**config.mk**
```make
export PLATFORM = sky130hd
export DESIGN_NAME = id_issue_reg_flat
export DESIGN_NICKNAME = d
export VERILOG_FILES = /design/src/rtl/isa_pkg.sv /design/src/rtl/id_issue_reg_if.sv /design/src/rtl/id_fwd_mux.sv /design/src/rtl/id_issue_reg.sv /design/src/flat_wrapper.sv
export SDC_FILE = /design/constraint.sdc
export NUM_CORES = 1
export LEC_CHECK = 0
export CAP_MARGIN = 10
export CELL_PAD_IN_SITES_DETAIL_PLACEMENT = 0
export CELL_PAD_IN_SITES_GLOBAL_PLACEMENT = 1
export CORE_ASPECT_RATIO = 0.7
export CORE_MARGIN = 2
export CORE_UTILIZATION = 30
export DETAILED_ROUTE_END_ITERATION = 6
export GPL_ROUTABILITY_DRIVEN = 0
export PLACE_DENSITY = 0.75
export SYNTH_ARGS = -nofsm -noshare
export SYNTH_HDL_FRONTEND = slang
export SYNTH_SLANG_ARGS = --single-unit
```
**constraint.sdc**
```tcl
create_clock -name clk -period 10.6 [get_ports clk]
set_input_delay 1.59 -clock clk [delete_from_list [all_inputs] [get_ports clk]]
set_output_delay 1.59 -clock clk [all_outputs]
set_load 0.01 [all_outputs]
```
**src/rtl/isa_pkg.sv**
```systemverilog
// ISA constants shared by the ID stage: opcodes, instruction field positions,
// ID/EX bundle widths and small decode helpers.
package isa_pkg;

    localparam int OP_W   = 6;
    localparam int IMM_W  = 16;
    localparam int OP_LSB = 26;
    localparam int RA_LSB = 21;
    localparam int RB_LSB = 16;
    localparam int RC_LSB = 11;

    typedef logic [OP_W-1:0] opcode_t;

    localparam opcode_t OP_NOP = 6'h00;
    localparam opcode_t OP_AND = 6'h01;
    localparam opcode_t OP_OR  = 6'h02;
    localparam opcode_t OP_XOR = 6'h03;
    localparam opcode_t OP_ADD = 6'h04;
    localparam opcode_t OP_SUB = 6'h05;
    localparam opcode_t OP_SHL = 6'h06;
    localparam opcode_t OP_SHR = 6'h07;
    localparam opcode_t OP_BE  = 6'h08;
    localparam opcode_t OP_BNE = 6'h09;
    localparam opcode_t OP_BR  = 6'h0a;
    localparam opcode_t OP_LDW = 6'h0c;
    localparam opcode_t OP_STW = 6'h0d;

    function automatic logic is_alu(input opcode_t op);
        return op inside {OP_AND, OP_OR, OP_XOR, OP_ADD, OP_SUB, OP_SHL, OP_SHR};
    endfunction

    // rb is a true source only for these; LDW uses rb as its destination.
    function automatic logic reads_rb(input opcode_t op);
        return is_alu(op) || (op inside {OP_STW, OP_BE, OP_BNE});
    endfunction

endpackage

```
**src/rtl/id_issue_reg_if.sv**
```systemverilog
// IF/ID boundary: the IF/ID register contents flowing in, and the redirect
// and stall controls flowing back to the IF register.
interface id_issue_reg_if #(
    parameter int ADDR_W = 30,
    parameter int DATA_W = 32
);
    logic [ADDR_W-1:0] if_pc;
    logic [DATA_W-1:0] if_insn;
    logic              if_en;
    logic              br_taken;
    logic [ADDR_W-1:0] br_addr;
    logic              ld_hazard;

    modport master (
        output if_pc, if_insn, if_en,
        input  br_taken, br_addr, ld_hazard
    );

    modport slave (
        input  if_pc, if_insn, if_en,
        output br_taken, br_addr, ld_hazard
    );
endinterface

```
**src/rtl/id_fwd_mux.sv**
```systemverilog
// Operand forwarding for one GPR source: EX result beats MEM result beats the
// register file. r0 is forwarded like any other register.
module id_fwd_mux #(
    parameter int DATA_W = 32,
    parameter int REG_AW = 5
) (
    input  logic [REG_AW-1:0] src,
    input  logic [DATA_W-1:0] gpr_data,
    input  logic              ex_en,
    input  logic [REG_AW-1:0] ex_addr,
    input  logic [DATA_W-1:0] ex_data,
    input  logic              mem_en,
    input  logic [REG_AW-1:0] mem_addr,
    input  logic [DATA_W-1:0] mem_data,
    output logic [DATA_W-1:0] data
);
    always_comb begin
        if (ex_en && (ex_addr == src))
            data = ex_data;
        else if (mem_en && (mem_addr == src))
            data = mem_data;
        else
            data = gpr_data;
    end
endmodule

```
**src/rtl/id_issue_reg.sv**
```systemverilog
// ID stage: decode, operand forwarding, branch resolution, load-use hazard
// detection, and the ID/EX pipeline register.
module id_issue_reg
    import isa_pkg::*;
#(
    parameter int ADDR_W = 30,
    parameter int DATA_W = 32,
    parameter int REG_AW = 5,
    parameter int CNT_W  = 16
) (
    input  logic              clk,
    input  logic              reset,
    id_issue_reg_if.slave     ifid,
    input  logic              stall,
    input  logic              flush,
    output logic [REG_AW-1:0] gpr_rd_addr_0,
    output logic [REG_AW-1:0] gpr_rd_addr_1,
    input  logic [DATA_W-1:0] gpr_rd_data_0,
    input  logic [DATA_W-1:0] gpr_rd_data_1,
    input  logic              ex_fwd_en,
    input  logic [REG_AW-1:0] ex_fwd_addr,
    input  logic [DATA_W-1:0] ex_fwd_data,
    input  logic              mem_fwd_en,
    input  logic [REG_AW-1:0] mem_fwd_addr,
    input  logic [DATA_W-1:0] mem_fwd_data,
    output logic [ADDR_W-1:0] id_pc,
    output logic              id_en,
    output logic [OP_W-1:0]   id_op,
    output logic [REG_AW-1:0] id_dst_addr,
    output logic              id_gpr_we,
    output logic              id_mem_load,
    output logic [DATA_W-1:0] id_opr_0,
    output logic [DATA_W-1:0] id_opr_1,
    output logic [DATA_W-1:0] id_imm,
    output logic [CNT_W-1:0]  hz_cnt
);

    opcode_t           op;
    logic [REG_AW-1:0] ra, rb, rc;
    logic [DATA_W-1:0] imm_sext;
    logic [ADDR_W-1:0] br_off, br_cond_tgt;

    assign op       = ifid.if_insn[OP_LSB +: OP_W];
    assign ra       = ifid.if_insn[RA_LSB +: REG_AW];
    assign rb       = ifid.if_insn[RB_LSB +: REG_AW];
    assign rc       = ifid.if_insn[RC_LSB +: REG_AW];
    assign imm_sext = {{(DATA_W-IMM_W){ifid.if_insn[IMM_W-1]}}, ifid.if_insn[IMM_W-1:0]};
    assign br_off   = {{(ADDR_W-IMM_W){ifid.if_insn[IMM_W-1]}}, ifid.if_insn[IMM_W-1:0]};
    // Natural ADDR_W-bit add: the target wraps around the word-address space.
    assign br_cond_tgt = ifid.if_pc + br_off;

    assign gpr_rd_addr_0 = ra;
    assign gpr_rd_addr_1 = rb;

    logic [1:0][REG_AW-1:0] src;
    logic [1:0][DATA_W-1:0] rd_data;
    logic [1:0][DATA_W-1:0] opr;

    assign src     = {rb, ra};
    assign rd_data = {gpr_rd_data_1, gpr_rd_data_0};

    for (genvar i = 0; i < 2; i++) begin : g_fwd
        id_fwd_mux #(
            .DATA_W (DATA_W),
            .REG_AW (REG_AW)
        ) u_fwd (
            .src      (src[i]),
            .gpr_data (rd_data[i]),
            .ex_en    (ex_fwd_en),
            .ex_addr  (ex_fwd_addr),
            .ex_data  (ex_fwd_data),
            .mem_en   (mem_fwd_en),
            .mem_addr (mem_fwd_addr),
            .mem_data (mem_fwd_data),
            .data     (opr[i])
        );
    end

    opcode_t           dec_op;
    logic [REG_AW-1:0] dec_dst;
    logic              dec_we, dec_ld;

    always_comb begin
        dec_op  = OP_NOP;
        dec_dst = '0;
        dec_we  = 1'b0;
        dec_ld  = 1'b0;
        case (op)
            OP_LDW: begin
                dec_op  = OP_LDW;
                dec_dst = rb;
                dec_we  = 1'b1;
                dec_ld  = 1'b1;
            end
            OP_STW, OP_BE, OP_BNE, OP_BR: dec_op = op;
            default: begin
                if (is_alu(op)) begin
                    dec_op  = op;
                    dec_dst = rc;
                    dec_we  = 1'b1;
                end
            end
        endcase
    end

    logic hazard;

    assign hazard = ifid.if_en && id_en && id_mem_load &&
                    ((id_dst_addr == ra) || (reads_rb(op) && (id_dst_addr == rb)));
    assign ifid.ld_hazard = hazard;

    logic              br_taken_c;
    logic [ADDR_W-1:0] br_addr_c;

    // A hazarded branch would compare stale operands, so it resolves only
    // once the load result can be forwarded.
    always_comb begin
        br_taken_c = 1'b0;
        br_addr_c  = ifid.if_pc;
        if (ifid.if_en && !hazard) begin
            case (op)
                OP_BE: begin
                    if (opr[0] == opr[1]) begin
                        br_taken_c = 1'b1;
                        br_addr_c  = br_cond_tgt;
                    end
                end
                OP_BNE: begin
                    if (opr[0] != opr[1]) begin
                        br_taken_c = 1'b1;
                        br_addr_c  = br_cond_tgt;
                    end
                end
                OP_BR: begin
                    br_taken_c = 1'b1;
                    br_addr_c  = opr[0][ADDR_W+1:2];
                end
                default: ;
            endcase
        end
    end

    assign ifid.br_taken = br_taken_c;
    assign ifid.br_addr  = br_addr_c;

    always_ff @(posedge clk) begin
        if (reset) begin
            id_pc       <= '0;
            id_en       <= 1'b0;
            id_op       <= OP_NOP;
            id_dst_addr <= '0;
            id_gpr_we   <= 1'b0;
            id_mem_load <= 1'b0;
            id_opr_0    <= '0;
            id_opr_1    <= '0;
            id_imm      <= '0;
            hz_cnt      <= '0;
        end else if (!stall) begin
            // Payload always loads; only the valid/side-effect bits decide
            // whether the entry is a bubble.
            id_pc       <= ifid.if_pc;
            id_op       <= dec_op;
            id_dst_addr <= dec_dst;
            id_opr_0    <= opr[0];
            id_opr_1    <= opr[1];
            id_imm      <= imm_sext;
            if (flush || hazard) begin
                id_en       <= 1'b0;
                id_gpr_we   <= 1'b0;
                id_mem_load <= 1'b0;
                if (!flush && (hz_cnt != '1))
                    hz_cnt <= hz_cnt + CNT_W'(1);
            end else begin
                id_en       <= ifid.if_en;
                id_gpr_we   <= dec_we && ifid.if_en;
                id_mem_load <= dec_ld && ifid.if_en;
            end
        end
    end

endmodule

```
**src/flat_wrapper.sv**
```systemverilog
// flat-port wrapper written by rule: the top's interface ports become plain ports
module id_issue_reg_flat import isa_pkg::*;
#(
    parameter int ADDR_W = 30,
    parameter int DATA_W = 32,
    parameter int REG_AW = 5,
    parameter int CNT_W  = 16
)
  (clk, reset, stall, flush, gpr_rd_addr_0, gpr_rd_addr_1, gpr_rd_data_0, gpr_rd_data_1, ex_fwd_en, ex_fwd_addr, ex_fwd_data, mem_fwd_en, mem_fwd_addr, mem_fwd_data, id_pc, id_en, id_op, id_dst_addr, id_gpr_we, id_mem_load, id_opr_0, id_opr_1, id_imm, hz_cnt, ifid_if_pc, ifid_if_insn, ifid_if_en, ifid_br_taken, ifid_br_addr, ifid_ld_hazard);
  id_issue_reg_if #(.ADDR_W(ADDR_W), .DATA_W(DATA_W)) ifid_i ();
  input  logic clk;
  input  logic reset;
  input  logic stall;
  input  logic flush;
  output logic [REG_AW-1:0] gpr_rd_addr_0;
  output logic [REG_AW-1:0] gpr_rd_addr_1;
  input  logic [DATA_W-1:0] gpr_rd_data_0;
  input  logic [DATA_W-1:0] gpr_rd_data_1;
  input  logic ex_fwd_en;
  input  logic [REG_AW-1:0] ex_fwd_addr;
  input  logic [DATA_W-1:0] ex_fwd_data;
  input  logic mem_fwd_en;
  input  logic [REG_AW-1:0] mem_fwd_addr;
  input  logic [DATA_W-1:0] mem_fwd_data;
  output logic [ADDR_W-1:0] id_pc;
  output logic id_en;
  output logic [OP_W-1:0] id_op;
  output logic [REG_AW-1:0] id_dst_addr;
  output logic id_gpr_we;
  output logic id_mem_load;
  output logic [DATA_W-1:0] id_opr_0;
  output logic [DATA_W-1:0] id_opr_1;
  output logic [DATA_W-1:0] id_imm;
  output logic [CNT_W-1:0] hz_cnt;
  input wire logic [$bits(ifid_i.if_pc)-1:0] ifid_if_pc;
  input wire logic [$bits(ifid_i.if_insn)-1:0] ifid_if_insn;
  input wire logic [$bits(ifid_i.if_en)-1:0] ifid_if_en;
  output wire logic [$bits(ifid_i.br_taken)-1:0] ifid_br_taken;
  output wire logic [$bits(ifid_i.br_addr)-1:0] ifid_br_addr;
  output wire logic [$bits(ifid_i.ld_hazard)-1:0] ifid_ld_hazard;
  assign ifid_i.if_pc = ifid_if_pc;
  assign ifid_i.if_insn = ifid_if_insn;
  assign ifid_i.if_en = ifid_if_en;
  assign ifid_br_taken = ifid_i.br_taken;
  assign ifid_br_addr = ifid_i.br_addr;
  assign ifid_ld_hazard = ifid_i.ld_hazard;
  id_issue_reg #(.ADDR_W(ADDR_W), .DATA_W(DATA_W), .REG_AW(REG_AW), .CNT_W(CNT_W)) u_core (.clk(clk), .reset(reset), .ifid(ifid_i), .stall(stall), .flush(flush), .gpr_rd_addr_0(gpr_rd_addr_0), .gpr_rd_addr_1(gpr_rd_addr_1), .gpr_rd_data_0(gpr_rd_data_0), .gpr_rd_data_1(gpr_rd_data_1), .ex_fwd_en(ex_fwd_en), .ex_fwd_addr(ex_fwd_addr), .ex_fwd_data(ex_fwd_data), .mem_fwd_en(mem_fwd_en), .mem_fwd_addr(mem_fwd_addr), .mem_fwd_data(mem_fwd_data), .id_pc(id_pc), .id_en(id_en), .id_op(id_op), .id_dst_addr(id_dst_addr), .id_gpr_we(id_gpr_we), .id_mem_load(id_mem_load), .id_opr_0(id_opr_0), .id_opr_1(id_opr_1), .id_imm(id_imm), .hz_cnt(hz_cnt));
endmodule
```
; Word level (Yosys, flattened, before mapping)
; Cells that the tools add are included.
[totals]
latchBits = 0
n_memories = 0
mem_bits_rw = 0
rom_bits = 0
reg_bits = 140
input_bits = 207
[op_classes]
reduce_logical = 21
shifts = 0
n_bitwise = 1
multipliers = 0
div_mod_pow = 0
eq_ne = 21
n_addsub = 2
muxes = 22
order_cmp = 0
[ops]
columns = op, count
row1 = 2-to-1 mux 32 bit, 4
row2 = 2-to-1 mux 30 bit, 3
row3 = one-hot mux 30 bit (3 select lines), 1
row4 = == test 32 bit, 1
row5 = inequality test 32 bit, 1
row6 = adder 30 bit, 1
row7 = == test 5 bit, 6
row8 = == test 6 x 4 -> 1 bit (second input constant), 5
row9 = == test 6 x 3 -> 1 bit (second input constant), 4
row10 = adder 16 x 1 -> 16 bit (second input constant), 1
row11 = inequality test 16 bit (second input constant), 1
row12 = == test 6 x 2 -> 1 bit (second input constant), 2
row13 = logical AND 1 bit, 12
row14 = one-hot mux 6 bit (2 select lines), 1
row15 = one-hot mux 5 bit (2 select lines), 1
row16 = 2-to-1 mux 1 bit, 8
row17 = nonzero test 7 bit, 1
row18 = == test 6 x 1 -> 1 bit (second input constant), 1
row19 = 2-to-1 mux 6 bit, 1
row20 = 2-to-1 mux 5 bit, 1
row21 = OR reduction 4 bit, 1
row22 = logical OR 1 bit, 3
row23 = one-hot mux 1 bit (3 select lines), 1
row24 = AND reduction 3 bit, 1
row25 = 4 further kinds, 5

; Depth between registers and ports, before layout
[depth]
word_depth = 9
depth_mapped = 17
mapped_depth_nobuf = 14

; By module
; A second synthesis with hierarchy kept.
[hier_totals]
hier_cells = 1275
hier_area_um2 = 10122.2
[modules_own_cells]
columns = mod, n_inst, seq_area_each_um2, cells_per_inst, area_per_inst_um2
row1 = id_issue_reg, 1, 2802.7, 913, 7915.1
row2 = id_fwd_mux, 2, 0.0, 181, 1103.6

; Worst setup path after synthesis
; No wires, ideal clock.
[synth_path]
path_kind = input -> output
from = input port ex_fwd_addr[2]
to = output port ifid_br_addr[10]
t_required_ns = 9.010
cell_stages = 15
path_buffers = 4
arrival_time_ns = 4.907
setup_slack_ns = 4.103
cell_sequence = xnor2_1 -> nand4_1 -> nor2_1 -> buf_2 -> clkbuf_1 -> clkbuf_1 -> nand2_1 -> o21ai_0 -> xnor2_1 -> nand4_1 -> or4_4 -> o31ai_4 -> a22oi_4 -> buf_6 -> a221o_1
[synth_between]
elab_chain_len = 7
elab_cells_between_ends = 12
cone_classes = 4 x eq/ne / 6 x mux / 2 x reduce/logical
[synth_lines]
columns = item, line
row1 = "start, declared", flat_wrapper.sv:20  ; input logic [REG_AW-1:0] ex_fwd_addr;
row2 = == test 5 bit, id_fwd_mux.sv:18  ; if (ex_en && (ex_addr == src))
row3 = logical AND 1 bit, id_fwd_mux.sv:18
row4 = 2-to-1 mux 32 bit, id_fwd_mux.sv:18
row5 = inequality test 32 bit or == test 32 bit (tied branches), "id_issue_reg.sv:129, id_issue_reg.sv:123"
row6 = "2-to-1 mux 30 bit, on equally long branches", "id_issue_reg.sv:129, id_issue_reg.sv:123"
row7 = one-hot mux 30 bit (3 select lines) (*), id_issue_reg.sv:121  ; case (op)
row8 = 2-to-1 mux 30 bit (*), id_issue_reg.sv:120  ; if (ifid.if_en && !hazard) begin
row9 = "end, declared", flat_wrapper.sv:39  ; output wire logic [$bits(ifid_i.br_addr)-1:0] ifid_br_addr;
; Every way passes the cells marked *; elsewhere a longest branch is shown, timed or not.

; Worst setup path in the final report
[layout_path]
from = input port ifid_if_insn[20]
to = output port ifid_br_addr[3]
[layout_between]
elab_chain_len = 8
elab_cells_between_ends = 18
cone_classes = 5 x eq/ne / 6 x mux / 7 x reduce/logical
[layout_lines]
columns = item, line
row1 = "start, declared", flat_wrapper.sv:36  ; input wire logic [$bits(ifid_i.if_insn)-1:0] ifid_if_insn;
row2 = == test 5 bit, id_fwd_mux.sv:20  ; else if (mem_en && (mem_addr == src))
row3 = logical AND 1 bit, id_fwd_mux.sv:20
row4 = 2-to-1 mux 32 bit, id_fwd_mux.sv:20
row5 = 2-to-1 mux 32 bit, id_fwd_mux.sv:18
row6 = inequality test 32 bit or == test 32 bit (tied branches), "id_issue_reg.sv:129, id_issue_reg.sv:123"
row7 = "2-to-1 mux 30 bit, on equally long branches", "id_issue_reg.sv:129, id_issue_reg.sv:123"
row8 = one-hot mux 30 bit (3 select lines), id_issue_reg.sv:121
row9 = 2-to-1 mux 30 bit (*), id_issue_reg.sv:120
; Marked as above.

==> impl_metrics.tcl <==
set metrics [dict create \
    clockBufferDepth 2 \
    relSlewSlack 0.3404 \
    antenna_left 0 \
    cts.repair.resized 0 \
    setup_viol 0 \
    port_buffers 404 \
    max_stage_delay_ns 0.61 \
    die_y_um 159.5 \
    grt_usage 0.2413 \
    ys_ff_latch 140 \
    grt_pass1_wl_mm 66.25 \
    path_buf_inv 4 \
    drt_iter0_markers 691 \
    num-nets-final 1847 \
    min_path_type "flip-flop to flip-flop" \
    r2r-end "u_core.hz_cnt[11]" \
    path_delay_family "simple AND/OR/NAND/NOR gates" \
    routed-via-count 11150 \
    dieArea_um2 36090 \
    antenna_found_initial 4 \
    syn_inst 1282 \
    drt_first_pass_iters 5 \
    rr_startpoint "u_core.id_dst_addr[4]" \
    dp_hpwl_mm 34.58 \
    synth_area_um2 10370 \
    rows 56 \
    final_cell_area_um2 15120 \
    worstHoldStart "u_core.id_opr_1[27]" \
    max-vdd-ir-drop_mv 0.07362 \
    die_w_um 226.2 \
    cts_tree "done" \
    hold_depth 2 \
    synthArstFlopShare 0 \
    grt_pass1_vias 10640 \
    slew_violations 0 \
    syn_nets 1520 \
    p_leak_uw 0.005745 \
    synthToLayoutAreaGrowth_pct 45.85 \
    crit_required_ns 9.01 \
    placed_cell_area_um2 14550 \
    power_density_nw_per_um2 109.7 \
    cp_max_fo 23 \
    period_needed_ns 9.127 \
    min_to "u_core.id_opr_1[27]" \
    ys.warnings.count 0 \
    via_per_inst 5.344 \
    grt_max_degree 77 \
    regToRegSetupSlack_ns 7.59 \
    cp.arrival_ns 7.54 \
    synth_edf_count 0 \
    start_util 0.3070 \
    wl_met1_mm 20.27 \
    numCtsBuffers 17 \
    hold_viol_final 0 \
    finalCritPeriodShare 0.8610 \
    clk_pin_slew_ns 0.07 \
    dr_wl_met2_mm 20.00 \
    synth.distinct_cells 60 \
    core-area_um2 33770 \
    critPathLaunch "ifid_if_insn[20]" \
    cts_root_buf "clkbuf_16" \
    max_freq_ghz 0.1096 \
    drive_above_1_share 0.05117 \
    grt_overflow 0 \
    wl_per_cell_um 21.39 \
    ios 405 \
    slowest_stage "nor4_1" \
    htree_levels 4 \
    insertion_delay_ns 0.45 \
    tightest_slew_ns 0.9894 \
    fin_skew_ns 0.009619 \
    rsz0062_at_grt "no" \
    endpoint_kind "primary output" \
    dr_wl_met3_mm 3.334 \
    critPathLaunchType "primary input" \
    final_core_util 0.4477 \
    critPathKind "primary input to primary output" \
    worstRegToRegCells 12 \
    cts_setup_buffers 0 \
    status "complete, no violations" \
    hold_buffers 0 \
    routed_wl_mm 44.64 \
    path_cells "clkdlybuf4s50_1 > xor2_1 > nor4_1 > and3_2 > buf_4 > mux2i_1 > a221o_1 > a221oi_1 > or4_1 > nor4_1 > nand3_1 > a22oi_4 > inv_2 > o221ai_1 > clkdlybuf4s50_1" \
    avgSynthCellArea_um2 8.087 \
    synth_flop_cell "dfxtp_1" \
    synth-seq-area-share 0.2703 \
    route.detailed.drc 0 \
    numClockSinks 140 \
    drv_cap 0 \
    top_layer "met5" \
    setup_tns_ns 0 \
]
worst register-to-register path: cells and delay by family (launching register included):
kind | cells | cell delay, ns
DFF | 1 | 0.36
xor gates and xnor gates | 2 | 0.34
and+or+nand+nor | 8 | 1.76
AOI/OAI and AO/OA | 1 | 0.19
buffers and inverters | 1 | 0.23
layout make-up:
class                           count  area, um^2
Antenna cell                        1       2.502
Inverter                           23       86.33
Fill cell                        3379       18650
Sequential cell                   140        2803
Tap cell                          464       580.6
Multi-Input combinational cell   1006        6907
Clock buffer                       17       425.4
Clock inverter                     15       146.4
Timing Repair Buffer              421        4170
flip-flops by register name (all words and copies together), names as in the netlist:
| name | flops |
|---|---|
| u_core.id_dst_addr | 5 |
| u_core.id_gpr_we | 1 |
| u_core.id_mem_load | 1 |
| u_core.id_op | 6 |
| u_core.hz_cnt | 16 |
| u_core.id_opr_1 | 32 |
| u_core.id_pc | 30 |
| u_core.id_imm | 16 |
| u_core.id_opr_0 | 32 |
| u_core.id_en | 1 |
placed cells by master (no fill, tap or decap), types with 4 or more instances in the layout:
cell type	count
a211oi_1	46
a21boi_0	4
a21o_1	14
a21oi_1	100
a221o_1	52
a221oi_1	21
and3_1	8
buf_4	18
clkbuf_16	17
clkdlybuf4s50_1	402
dfxtp_1	140
ha_1	30
inv_1	22
inv_6	4
inv_8	5
mux2i_1	131
nand2_1	71
nand2b_1	4
nand3_1	9
nand4_1	12
nor2_1	241
nor2b_1	4
nor3_1	13
nor4_1	8
o21a_1	5
o21ai_0	35
o221ai_1	32
o221ai_2	9
or2_2	4
or3_1	4
or4_1	4
xnor2_1	62
xor2_1	36
cell usage after synthesis (32+ instances only):
| library cell | n | area share |
|---|---|---|
| a211oi_1 | 46 | 0.033 |
| a21oi_1 | 100 | 0.048 |
| a221o_1 | 52 | 0.050 |
| clkbuf_1 | 62 | 0.022 |
| dfxtp_1 | 140 | 0.27 |
| mux2i_1 | 131 | 0.13 |
| nand2_1 | 71 | 0.026 |
| nor2_1 | 244 | 0.088 |
| o21ai_0 | 35 | 0.017 |
| o221ai_1 | 32 | 0.027 |
| xnor2_1 | 62 | 0.052 |
| xor2_1 | 36 | 0.030 |
how the worst max path moves through the flow:
| stage | endpoint | slack, ns | depth (start not counted) |
|---|---|---|---|
| 2_1_floorplan | ifid_br_addr[10] | 4.10 | 15 |
| 3_3_place_gp | ifid_br_addr[3] | 1.62 | 15 |
| 3_5_place_dp | ifid_br_addr[3] | 1.42 | 15 |
| 4_1_cts | ifid_br_addr[3] | 1.40 | 15 |
| 5_1_grt | ifid_br_addr[3] | 1.09 | 15 |
| 6_report | ifid_br_addr[3] | 1.47 | 15 |
kinds of logic (layout without fill, tap and decap cells):
group                      Yosys count  after routing  share of synthesized area
and+or+nand+nor                    401            401                     0.1673
muxes                              136            136                     0.1324
DFF                                140            140                     0.2703
other                                0              1                          0
xor gates and xnor gates            98             98                    0.08279
adders and majority gates           31             31                    0.03814
AOI/OAI and AO/OA                  340            340                     0.2423
buffers and inverters              136            476                    0.06674
metal layers:
| metal | vias to the layer above | GRT usage |
|---|---|---|
| li1 | 5346 | - |
| met1 | 5379 | 0.3186 |
| met2 | 374 | 0.3819 |
| met3 | 49 | 0.06920 |
| met4 | 4 | 0.06758 |
| met5 | - | 0 |
through the flow:
stage | hold slack, ns | std cells | setup slack [ns] | power (uW)
floorplan | 0.5105 | 1282 | 4.103 | 835.2
global placement | 0.4701 | 2054 | 1.623 | 1069
detailed placement | 0.4789 | 2054 | 1.424 | 1071
CTS | 0.4957 | 2086 | 1.402 | 1678
global route | 0.5196 | 2087 | 1.086 | 1742
finish | 0.4906 | 2087 | 1.473 | 1658
power breakdown:
group	total [uW]	internal (uW)	leakage (uW)	switching [uW]
Clock	594	312	0.000281	282
Sequential	568	552	0.00115	15.6
Combinational	496	249	0.00431	247
Total	1660	1110	0.00575	545
Power figures use the tool's default switching activity.
